$ cat src/rtl/spi_burst_sequencer_if.sv
// Requester and SPI FIFO signals of the burst sequencer, bundled as one interface.
// slave is the sequencer's view; master is the environment (requester plus FIFOs).
interface spi_burst_sequencer_if;
  logic       start;
  logic       rw;
  logic [7:0] addr;
  logic [3:0] len;
  logic [7:0] wr_data;
  logic       wr_data_ack;
  logic [7:0] rd_data;
  logic       rd_valid;
  logic       busy;
  logic       done;
  logic       cs_n;
  logic       wfwe;
  logic [7:0] wfdin;
  logic       wffull;
  logic       rfre;
  logic [7:0] rfdout;
  logic       rfempty;

  modport slave (
    input  start, rw, addr, len, wr_data, wffull, rfdout, rfempty,
    output wr_data_ack, rd_data, rd_valid, busy, done, cs_n, wfwe, wfdin, rfre
  );

  modport master (
    output start, rw, addr, len, wr_data, wffull, rfdout, rfempty,
    input  wr_data_ack, rd_data, rd_valid, busy, done, cs_n, wfwe, wfdin, rfre
  );
endinterface

$ cat src/rtl/spi_burst_sequencer.sv
// Runs one SPI register-access burst (command, address, len data bytes) through
// the SPI write/read FIFOs and returns read bytes to the requester.
module spi_burst_sequencer #(
  parameter int unsigned CS_GAP    = 4,
  parameter logic [7:0]  CMD_WRITE = 8'h0A,
  parameter logic [7:0]  CMD_READ  = 8'h0B
) (
  input  logic                  clk,
  input  logic                  reset,
  spi_burst_sequencer_if.slave  bus
);

  // IDLE wait start | FLUSH drop stale rx | SEND push byte | WAIT_RX wait echo | POP take rx | GAP cs_n high
  typedef enum logic [2:0] {IDLE, FLUSH, SEND, WAIT_RX, POP, GAP} state_t;

  localparam logic [7:0] GAP_LOAD = 8'(CS_GAP);

  state_t     state_q, state_d;
  logic [4:0] idx_q, idx_d;
  logic       rw_q, rw_d;
  logic [7:0] addr_q, addr_d;
  logic [3:0] len_q, len_d;
  logic [7:0] cnt_q, cnt_d;
  logic       cs_n_q, cs_n_d;
  logic [7:0] rd_data_q, rd_data_d;
  logic       rd_valid_q, rd_valid_d;
  logic       done_q, done_d;
  logic       busy_q, busy_d;

  logic       wfwe_c, rfre_c, wr_data_ack_c;
  logic [7:0] wfdin_c;
  logic       data_phase, last_byte;

  assign data_phase = (idx_q >= 5'd2);
  assign last_byte  = (idx_q == ({1'b0, len_q} + 5'd1));

  always_ff @(posedge clk or posedge reset) begin
    if (reset) begin
      state_q    <= IDLE;
      idx_q      <= '0;
      rw_q       <= 1'b0;
      addr_q     <= '0;
      len_q      <= '0;
      cnt_q      <= '0;
      cs_n_q     <= 1'b1;
      rd_data_q  <= '0;
      rd_valid_q <= 1'b0;
      done_q     <= 1'b0;
      busy_q     <= 1'b0;
    end else begin
      state_q    <= state_d;
      idx_q      <= idx_d;
      rw_q       <= rw_d;
      addr_q     <= addr_d;
      len_q      <= len_d;
      cnt_q      <= cnt_d;
      cs_n_q     <= cs_n_d;
      rd_data_q  <= rd_data_d;
      rd_valid_q <= rd_valid_d;
      done_q     <= done_d;
      busy_q     <= busy_d;
    end
  end

  always_comb begin
    state_d       = state_q;
    idx_d         = idx_q;
    rw_d          = rw_q;
    addr_d        = addr_q;
    len_d         = len_q;
    cnt_d         = cnt_q;
    rd_data_d     = rd_data_q;
    rd_valid_d    = 1'b0;
    done_d        = 1'b0;
    wfwe_c        = 1'b0;
    wfdin_c       = 8'h00;
    rfre_c        = 1'b0;
    wr_data_ack_c = 1'b0;

    unique case (state_q)
      IDLE: begin
        // done_q marks the first idle cycle, where a new start must still be refused
        if (bus.start && !done_q) begin
          rw_d    = bus.rw;
          addr_d  = bus.addr;
          len_d   = bus.len;
          idx_d   = '0;
          state_d = FLUSH;
        end
      end
      FLUSH: begin
        if (!bus.rfempty) rfre_c  = 1'b1;
        else              state_d = SEND;
      end
      SEND: begin
        if (idx_q == 5'd0)      wfdin_c = rw_q ? CMD_READ : CMD_WRITE;
        else if (idx_q == 5'd1) wfdin_c = addr_q;
        else                    wfdin_c = rw_q ? 8'h00 : bus.wr_data;
        if (!bus.wffull) begin
          wfwe_c        = 1'b1;
          wr_data_ack_c = !rw_q && data_phase;
          state_d       = WAIT_RX;
        end
      end
      WAIT_RX: begin
        if (!bus.rfempty) state_d = POP;
      end
      POP: begin
        rfre_c = 1'b1;
        if (rw_q && data_phase) begin
          rd_data_d  = bus.rfdout;
          rd_valid_d = 1'b1;
        end
        if (last_byte) begin
          cnt_d   = GAP_LOAD;
          state_d = GAP;
        end else begin
          idx_d   = idx_q + 5'd1;
          state_d = SEND;
        end
      end
      GAP: begin
        cnt_d = cnt_q - 8'd1;
        if (cnt_q == 8'd1) begin
          done_d  = 1'b1;
          state_d = IDLE;
        end
      end
      default: state_d = IDLE;
    endcase

    cs_n_d = !(state_d inside {FLUSH, SEND, WAIT_RX, POP});
    busy_d = (state_d != IDLE);
  end

  assign bus.wfwe        = wfwe_c;
  assign bus.wfdin       = wfdin_c;
  assign bus.rfre        = rfre_c;
  assign bus.wr_data_ack = wr_data_ack_c;
  assign bus.cs_n        = cs_n_q;
  assign bus.rd_data     = rd_data_q;
  assign bus.rd_valid    = rd_valid_q;
  assign bus.done        = done_q;
  assign bus.busy        = busy_q;

endmodule

$ cat src/flat_wrapper.sv
// flat-port wrapper written by rule: the top's interface ports become plain ports
module spi_burst_sequencer_flat 
#(
  parameter int unsigned CS_GAP    = 4,
  parameter logic [7:0]  CMD_WRITE = 8'h0A,
  parameter logic [7:0]  CMD_READ  = 8'h0B
)
  (clk, reset, bus_start, bus_rw, bus_addr, bus_len, bus_wr_data, bus_wffull, bus_rfdout, bus_rfempty, bus_wr_data_ack, bus_rd_data, bus_rd_valid, bus_busy, bus_done, bus_cs_n, bus_wfwe, bus_wfdin, bus_rfre);
  spi_burst_sequencer_if bus_i ();
  input  logic clk;
  input  logic reset;
  input wire logic [$bits(bus_i.start)-1:0] bus_start;
  input wire logic [$bits(bus_i.rw)-1:0] bus_rw;
  input wire logic [$bits(bus_i.addr)-1:0] bus_addr;
  input wire logic [$bits(bus_i.len)-1:0] bus_len;
  input wire logic [$bits(bus_i.wr_data)-1:0] bus_wr_data;
  input wire logic [$bits(bus_i.wffull)-1:0] bus_wffull;
  input wire logic [$bits(bus_i.rfdout)-1:0] bus_rfdout;
  input wire logic [$bits(bus_i.rfempty)-1:0] bus_rfempty;
  output wire logic [$bits(bus_i.wr_data_ack)-1:0] bus_wr_data_ack;
  output wire logic [$bits(bus_i.rd_data)-1:0] bus_rd_data;
  output wire logic [$bits(bus_i.rd_valid)-1:0] bus_rd_valid;
  output wire logic [$bits(bus_i.busy)-1:0] bus_busy;
  output wire logic [$bits(bus_i.done)-1:0] bus_done;
  output wire logic [$bits(bus_i.cs_n)-1:0] bus_cs_n;
  output wire logic [$bits(bus_i.wfwe)-1:0] bus_wfwe;
  output wire logic [$bits(bus_i.wfdin)-1:0] bus_wfdin;
  output wire logic [$bits(bus_i.rfre)-1:0] bus_rfre;
  assign bus_i.start = bus_start;
  assign bus_i.rw = bus_rw;
  assign bus_i.addr = bus_addr;
  assign bus_i.len = bus_len;
  assign bus_i.wr_data = bus_wr_data;
  assign bus_i.wffull = bus_wffull;
  assign bus_i.rfdout = bus_rfdout;
  assign bus_i.rfempty = bus_rfempty;
  assign bus_wr_data_ack = bus_i.wr_data_ack;
  assign bus_rd_data = bus_i.rd_data;
  assign bus_rd_valid = bus_i.rd_valid;
  assign bus_busy = bus_i.busy;
  assign bus_done = bus_i.done;
  assign bus_cs_n = bus_i.cs_n;
  assign bus_wfwe = bus_i.wfwe;
  assign bus_wfdin = bus_i.wfdin;
  assign bus_rfre = bus_i.rfre;
  spi_burst_sequencer #(.CS_GAP(CS_GAP), .CMD_WRITE(CMD_WRITE), .CMD_READ(CMD_READ)) u_core (.clk(clk), .reset(reset), .bus(bus_i));
endmodule
$ cat config.mk
export PLATFORM = sky130hd
export DESIGN_NAME = spi_burst_sequencer_flat
export DESIGN_NICKNAME = d
export VERILOG_FILES = /design/src/rtl/spi_burst_sequencer_if.sv /design/src/rtl/spi_burst_sequencer.sv /design/src/flat_wrapper.sv
export SDC_FILE = /design/constraint.sdc
export NUM_CORES = 1
export LEC_CHECK = 0
export ABC_AREA = 1
export CAP_MARGIN = 25
export CORE_MARGIN = 3
export CORE_UTILIZATION = 49
export CTS_CLUSTER_SIZE = 24
export DETAILED_ROUTE_END_ITERATION = 16
export PLACE_DENSITY = 0.83
export RECOVER_POWER = 25
export SYNTH_ARGS = -nofsm -noshare
export SYNTH_HDL_FRONTEND = slang
export SYNTH_SLANG_ARGS = --single-unit
export TNS_END_PERCENT = 20
$ cat constraint.sdc
create_clock -name clk -period 2.1 [get_ports clk]
set_input_delay 0.42 -clock clk [delete_from_list [all_inputs] [get_ports clk]]
set_output_delay 0.42 -clock clk [all_outputs]
set_load 0.02 [all_outputs]
==> impl_results.md, run 1 <==
- I/O pin count: 57
- Max Fanout on Critical Path: 5
- Kind of critical path: reg2out
- Mapped Cells: 275
- 1st-iter DRT viols: 117
- Startpoint types: register
- # Max-Cap Violations: 0
- Max VDD drop: 0.855 mV
- Rows: 23
- Top area cells in the synthesized netlist: dfrtp_1 (46%), nand2_1 (13%), inv_1 (5.7%)
- First-pass GRT wire length: 9580 um
- DP HPWL: 4150 um
- TritonCTS buffer count: 5
- Synth area leader: dfrtp_1
- Top-count cell post-synth: nand2_1
- NumNets Final: 403
- YS warnings: 0
- # clock sinks: 41
- CTS tree: built
- Hold crit path type: reg2reg
- Worst-Margin Slew: 1.01 ns
- Crit end category: primary output
- Pre-CTS setup slack: -0.159 ns
- Core area: 4140 um^2
- Top cells by count, synth: nand2_1 (75), dfrtp_1 (40), inv_1 (33)
- Worst skew pair latency: 0.30 ns
- Achievable Freq: 470 MHz
- Die X: 72.8 um
- P_leak: 0.00157 uW
- Initial Util: 52.7%
- Clk_skew: 0.00609 ns
- Setup violations, final: 4
- Power Density: 1120 nW/um^2
- Die area: 5300 um^2
- Drt total wl: 5860 um
- Area post-placement: 2990 um^2
- RSZ-0062 raised after global routing: yes
- Clock transition at path regs: 0.08 ns
- CTS root buf: clkbuf_8
- Setup TNS after final layout: -0.0510 ns
- Layout cell share with drive strength beyond 1: 20.4%
- Mean post-synth cell area: 7.95 um^2
- Drt wl/cell: 14.2 um
- H-tree depth: 2
- Period utilization: 101%
- Post-route cell area: 3170 um^2
- Largest net degree at the start of global routing: 42
- Non-filler cells, final: 413
- EDFF count, synth: 0
- CTS max path bufs: 2
- Final global-route overflow total: 0
- Port bufs: 56
- Final WS setup: -0.0266 ns
- Failing checks: negative setup slack
- Post-synth top area share: 45.8%
- Syn_nets: 316
- Ys flop type: dfrtp_1
- Via count: 2,111
- Vias in the first global route: 2,145
- Antenna violations before repair: 0
- Count of cell types in the netlist: 30
- P&R area growth vs syn: 44.9%
- Residual DRC: 0
- Final hold violations: 0
- Sequential area share after synthesis: 47.0%
- Fillers: 283
- Slew HR: 32.8%
- TritonRoute pass-1 iters: 5
- Cells after DPL: 400
- Status: complete, but fails checks
- Post-DRT Antenna Nets: 0
- Total global routing track utilization: 23.4%
- Worst Path Arrival: 1.71 ns
- Die height: 72.8 um
- Syn Std Cell Area: 2190 um^2
- Ant diodes: 0
- Routed vias/inst: 5.11
- Worst EP required: 1.68 ns
- RePlAce Congestion: 0.882
- Final Core Density: 76.4%
- Async SR Flop Fraction: 100%
- Yosys reg bits: 41
- Final min period: 2.13 ns
- Max Slew Vio Count: 0
report_power, final:
group          total [uW]  switching, uW  internal [uW]
clock network         750            278            472
logic                1600            924            678
registers            1190            158           1040
cell families after synthesis:
kind of cell	after synthesis	synth area share, %
flops	41	47.0
fa+ha+maj	7	4.01
buf+inv	42	7.44
simple gates	142	27.9
xor+xnor	2	0.802
compound gates	33	8.76
mux	8	4.06
metrics by stage:
step	hold WS, ns	total power (uW)
floorplan	0.446	2160
CTS	0.482	3480
finish	0.479	3550
detailed placement	0.463	2740
global placement	0.455	2670
global route	0.504	3820
worst paths after layout:
check | from | end | slack [ns] | cells after the start
min in group asynchronous | reset | u_core.bus.rd_data[2] | 0.87 | 3
hold / removal | u_core.bus.rd_data[0] | u_core.bus.rd_data[0] | 0.48 | 2
max in group asynchronous | reset | u_core.idx_q[4] | 0.61 | 3
setup / recovery | u_core.idx_q[0] | bus_wfdin[5] | -0.03 | 6
setup reg to reg | u_core.len_q[0] | u_core.cnt_q[7] | 0.24 | 10
hold reg to reg | u_core.bus.rd_data[0] | u_core.bus.rd_data[0] | 0.48 | 2
critical path: stages (launching register included):
cell      delay (ns)
dfrtp_1         0.44
inv_1           0.08
ha_1            0.20
nand3_1         0.12
nand2_2         0.11
a211oi_1        0.25
buf_2           0.21
state kept, by name, indices dropped and copies added, names as in the netlist:
register,cells
u_core.cnt_q,8
u_core.addr_q,8
u_core.bus.cs_n,1
u_core.bus.rd_data,8
u_core.bus.done,1
u_core.len_q,4
u_core.idx_q,5
u_core.bus.busy,1
u_core.state_q,3
u_core.bus.rd_valid,1
u_core.rw_q,1
cells in the final DEF, fill, tap and decap left out, types with 2 or more instances in the layout:
master,count
nand2_1,73
clkdlybuf4s50_1,44
dfrtp_1,40
inv_1,32
nor2_1,29
buf_4,26
nand3_1,18
o21ai_0,12
mux2_2,7
a21oi_1,7
buf_2,7
ha_1,6
clkbuf_8,5
inv_2,4
nor3_1,4
a211oi_1,4
nand4_1,3
nor2_2,3
o22ai_1,3
buf_6,3
nand2_2,2
xor2_1,2
nor3_2,2
nor4_1,2
o211ai_1,2
o21ai_1,2
bufinv_16,2
clkbuf_2,2
repair_timing:
action,CTS,global route
setup endpoints to repair,11,14
hold buffers,0,0
gates resized for setup,50,16
setup buffers,1,4
gates cloned,0,0
pin swaps,0,3
layer usage:
metal | part of all wire, % | GRT usage (%) | vias to the layer above
met1 | 41 | 28.8 | 993
met5 | 0 | 0 | -
li1 | - | - | 1058
met4 | 1.5 | 8.40 | 0
met3 | 3.8 | 6.20 | 10
met2 | 53 | 39.4 | 50
final cells by class:
class                   instances  area, um^2  share of cell area, %
well taps                      50        62.6                   1.98
repair buffers                 85         753                   23.8
inverters                      37         141                   4.46
clock inverters                 3        65.1                   2.05
flip-flops and latches         41        1030                   32.4
multi-input cells             192        1050                   33.1
clock buffers                   5        68.8                   2.17
(Power assumes the default switching activity.)
==> inputs of run 2 (changes only) <==
CORE_ASPECT_RATIO = 1.5   (was not set)
==> impl_results.md, run 2 (synthesis gave the netlist of run 1 again) <==
- Max Slew Vio Count: 0 (unchanged)
- Die height: 87.8 um (was 72.8 um)
- Share of power burned in registers: 36.3% (was 33.7%)
- Ant diodes: 0 (unchanged)
- Clock transition at path regs: 0.08 ns (about the same)
- Worst skew pair latency: 0.29 ns (was 0.30 ns)
- Rows: 29 (was 23)
- Pint: 1940 uW (was 2190 uW)
- Combinational power share: 48.5% (was 45.2%)
- Switching Fraction: 40.7% (was 38.3%)
- Final global-route overflow total: 0 (unchanged)
- TritonCTS buffer count: 5 (unchanged)
- Achievable Freq: 470 MHz (about the same)
- Hold crit path type: reg2reg (unchanged)
- NumNets Final: 402 (was 403)
- Total global routing track utilization: 21.7% (was 23.4%)
- # Max-Cap Violations: 0 (unchanged)
- Vias in the first global route: 2,099 (was 2,145)
- Kind of critical path: reg2out (unchanged)
- Most frequent cells in the layout: nand2_1 (74), clkdlybuf4s50_1 (44), dfrtp_1 (39) (was nand2_1 (73), clkdlybuf4s50_1 (44), dfrtp_1 (40))
- Slew HR: 33.8% (was 32.8%)
- Net switching power: 1330 uW (was 1360 uW)
- CTS Hold Buffers Added: 0 (unchanged)
- Reg2reg setup slack: 0.17 ns (was 0.24 ns)
- Startpoint types: register (unchanged)
- Worst Path Arrival: 1.71 ns (about the same)
- Max Fanout on Critical Path: 8 (was 5)
- First-pass GRT wire length: 8840 um (was 9580 um)
- Residual DRC: 0 (unchanged)
- Crit path buf inv count: 4 (was 2)
- TritonRoute pass-1 iters: 4 (was 5)
- DP HPWL: 4050 um (was 4150 um)
- Die X: 60.5 um (was 72.8 um)
- Most frequent CP cell: buf_4
- Final WS setup: -0.0279 ns (was -0.0266 ns)
- Pre-CTS setup slack: -0.150 ns (was -0.159 ns)
- Layout cell share with drive strength beyond 1: 21.0% (was 20.4%)
- Area post-placement: 2990 um^2 (about the same)
- Clk_skew: 0.00626 ns (was 0.00609 ns)
- Commonest non-fill, non-tap cell in the layout: nand2_1 (unchanged)
- Final min period: 2.13 ns (about the same)
- Worst EP required: 1.68 ns (about the same)
- RePlAce Congestion: 0.896 (was 0.882)
- Drt wl/cell: 13.2 um (was 14.2 um)
- CTS tree: built (unchanged)
- Delay-heaviest family, CP: buffers and inverters (was flip-flops)
- Worst-Margin Slew: 0.992 ns (was 1.01 ns)
- Status: complete, but fails checks (unchanged)
- Max VDD drop: 0.604 mV (was 0.855 mV)
- Worst-path cell chain: inv_2 -> ha_4 -> nand3_2 -> buf_6 -> buf_4 -> a211oi_2 -> buf_4 (was inv_1 -> ha_1 -> nand3_1 -> nand2_2 -> a211oi_1 -> buf_2)
- Post-DRT Antenna Nets: 0 (unchanged)
- Routed vias/inst: 5.19 (was 5.11)
- Setup violations, final: 2 (was 4)
- P_leak: 0.00154 uW (was 0.00157 uW)
- Drt total wl: 5370 um (was 5860 um)
- Power Density: 1050 nW/um^2 (was 1120 nW/um^2)
- Period utilization: 101% (about the same)
- CTS root buf: clkbuf_8 (unchanged)
- Via count: 2,119 (was 2,111)
- Die area: 5310 um^2 (was 5300 um^2)
- Final hold slack: 0.478 ns (was 0.479 ns)
- Crit end category: primary output (unchanged)
- P&R area growth vs syn: 42.4% (was 44.9%)
- Initial Util: 51.1% (was 52.7%)
- Antenna violations before repair: 0 (unchanged)
- H-tree depth: 2 (unchanged)
- Core area: 4280 um^2 (was 4140 um^2)
- Clk pwr share: 15.2% (was 21.2%)
- I/O pin count: 57 (unchanged)
- RSZ-0062 raised after global routing: yes (unchanged)
- # clock sinks: 41 (unchanged)
- CTS max path bufs: 2 (unchanged)
- 1st-iter DRT viols: 62 (was 117)
- Post-route cell area: 3110 um^2 (was 3170 um^2)
- Worst path slowest cell: dfrtp_1 (unchanged)
- Largest net degree at the start of global routing: 42 (unchanged)
- Final hold violations: 0 (unchanged)
- Port bufs: 56 (unchanged)
- Failing checks: negative setup slack (unchanged)
- Largest stage delay on the critical path: 0.41 ns (was 0.44 ns)
run 2: per-stage QoR:
step / power, uW / utilization [%] / TNS, ns / std cells
after floorplan: 2160 / - / -0.0286 / 275
after global placement: 2690 / 69.7 / -1.13 / 399
after detailed placement: 2760 / 69.7 / -1.31 / 399
after CTS: 3220 / 71.1 / -0.204 / 407
after global routing: 3530 / 72.7 / -0.549 / 408
final: 3270 / 72.7 / -0.0381 / 408
run 2: cell type report:
type,instances,area [um^2]
Sequential cell,41,1030
Fill cell,331,1170
Tap cell,46,57.6
Clock inverter,3,17.5
Clock buffer,5,68.8
Timing Repair Buffer,84,742
Multi-Input combinational cell,192,1060
Inverter,37,141
run 2: power groups by stage:
stage               clock network (uW)  logic, uW  registers [uW]
CTS                                509       1530            1180
detailed placement                   0       1560            1190
floorplan                            0        965            1190
finish                             495       1580            1190
global placement                     0       1510            1180
global route                       541       1780            1220
run 2: worst min-delay path, cell delays in order, from the launching register on:
cell and delay, ns:
dfrtp_1 0.35, nand2_1 0.05, nand2_1 0.05
run 2: timing repair:
action,in CTS,in global routing
pin swaps,0,1
gates cloned,0,0
gates resized for setup,45,24
setup buffers,0,1
endpoints found under the setup margin,11,10
run 2: final timing paths:
check                                             end                   from  cells after the start
worst min-delay path            u_core.bus.rd_data[0]  u_core.bus.rd_data[0]                      2
max in group asynchronous             u_core.idx_q[0]                  reset                      3
worst max-delay path                     bus_wfdin[2]        u_core.idx_q[1]                      7
worst min register to register  u_core.bus.rd_data[0]  u_core.bus.rd_data[0]                      2
worst max register to register        u_core.cnt_q[3]        u_core.len_q[0]                     10
min in group asynchronous       u_core.bus.rd_data[5]                  reset                      3
run 2: metal layers:
| layer | up-vias | global-route usage, % | part of all wire, % |
|---|---|---|---|
| met2 | 53 | 41.3 | 57 |
| met5 | - | 0 | 0 |
| met3 | 11 | 4.13 | 4.1 |
| met4 | 0 | 7.10 | 2.5 |
| li1 | 1059 | - | - |
| met1 | 996 | 23.2 | 36 |
==> inputs of run 3 (changes only) <==
SLEW_MARGIN = 20   (was not set)
==> results of run 3 <==
Same layout as run 2: the final DEF is identical, and so are final timing and power.
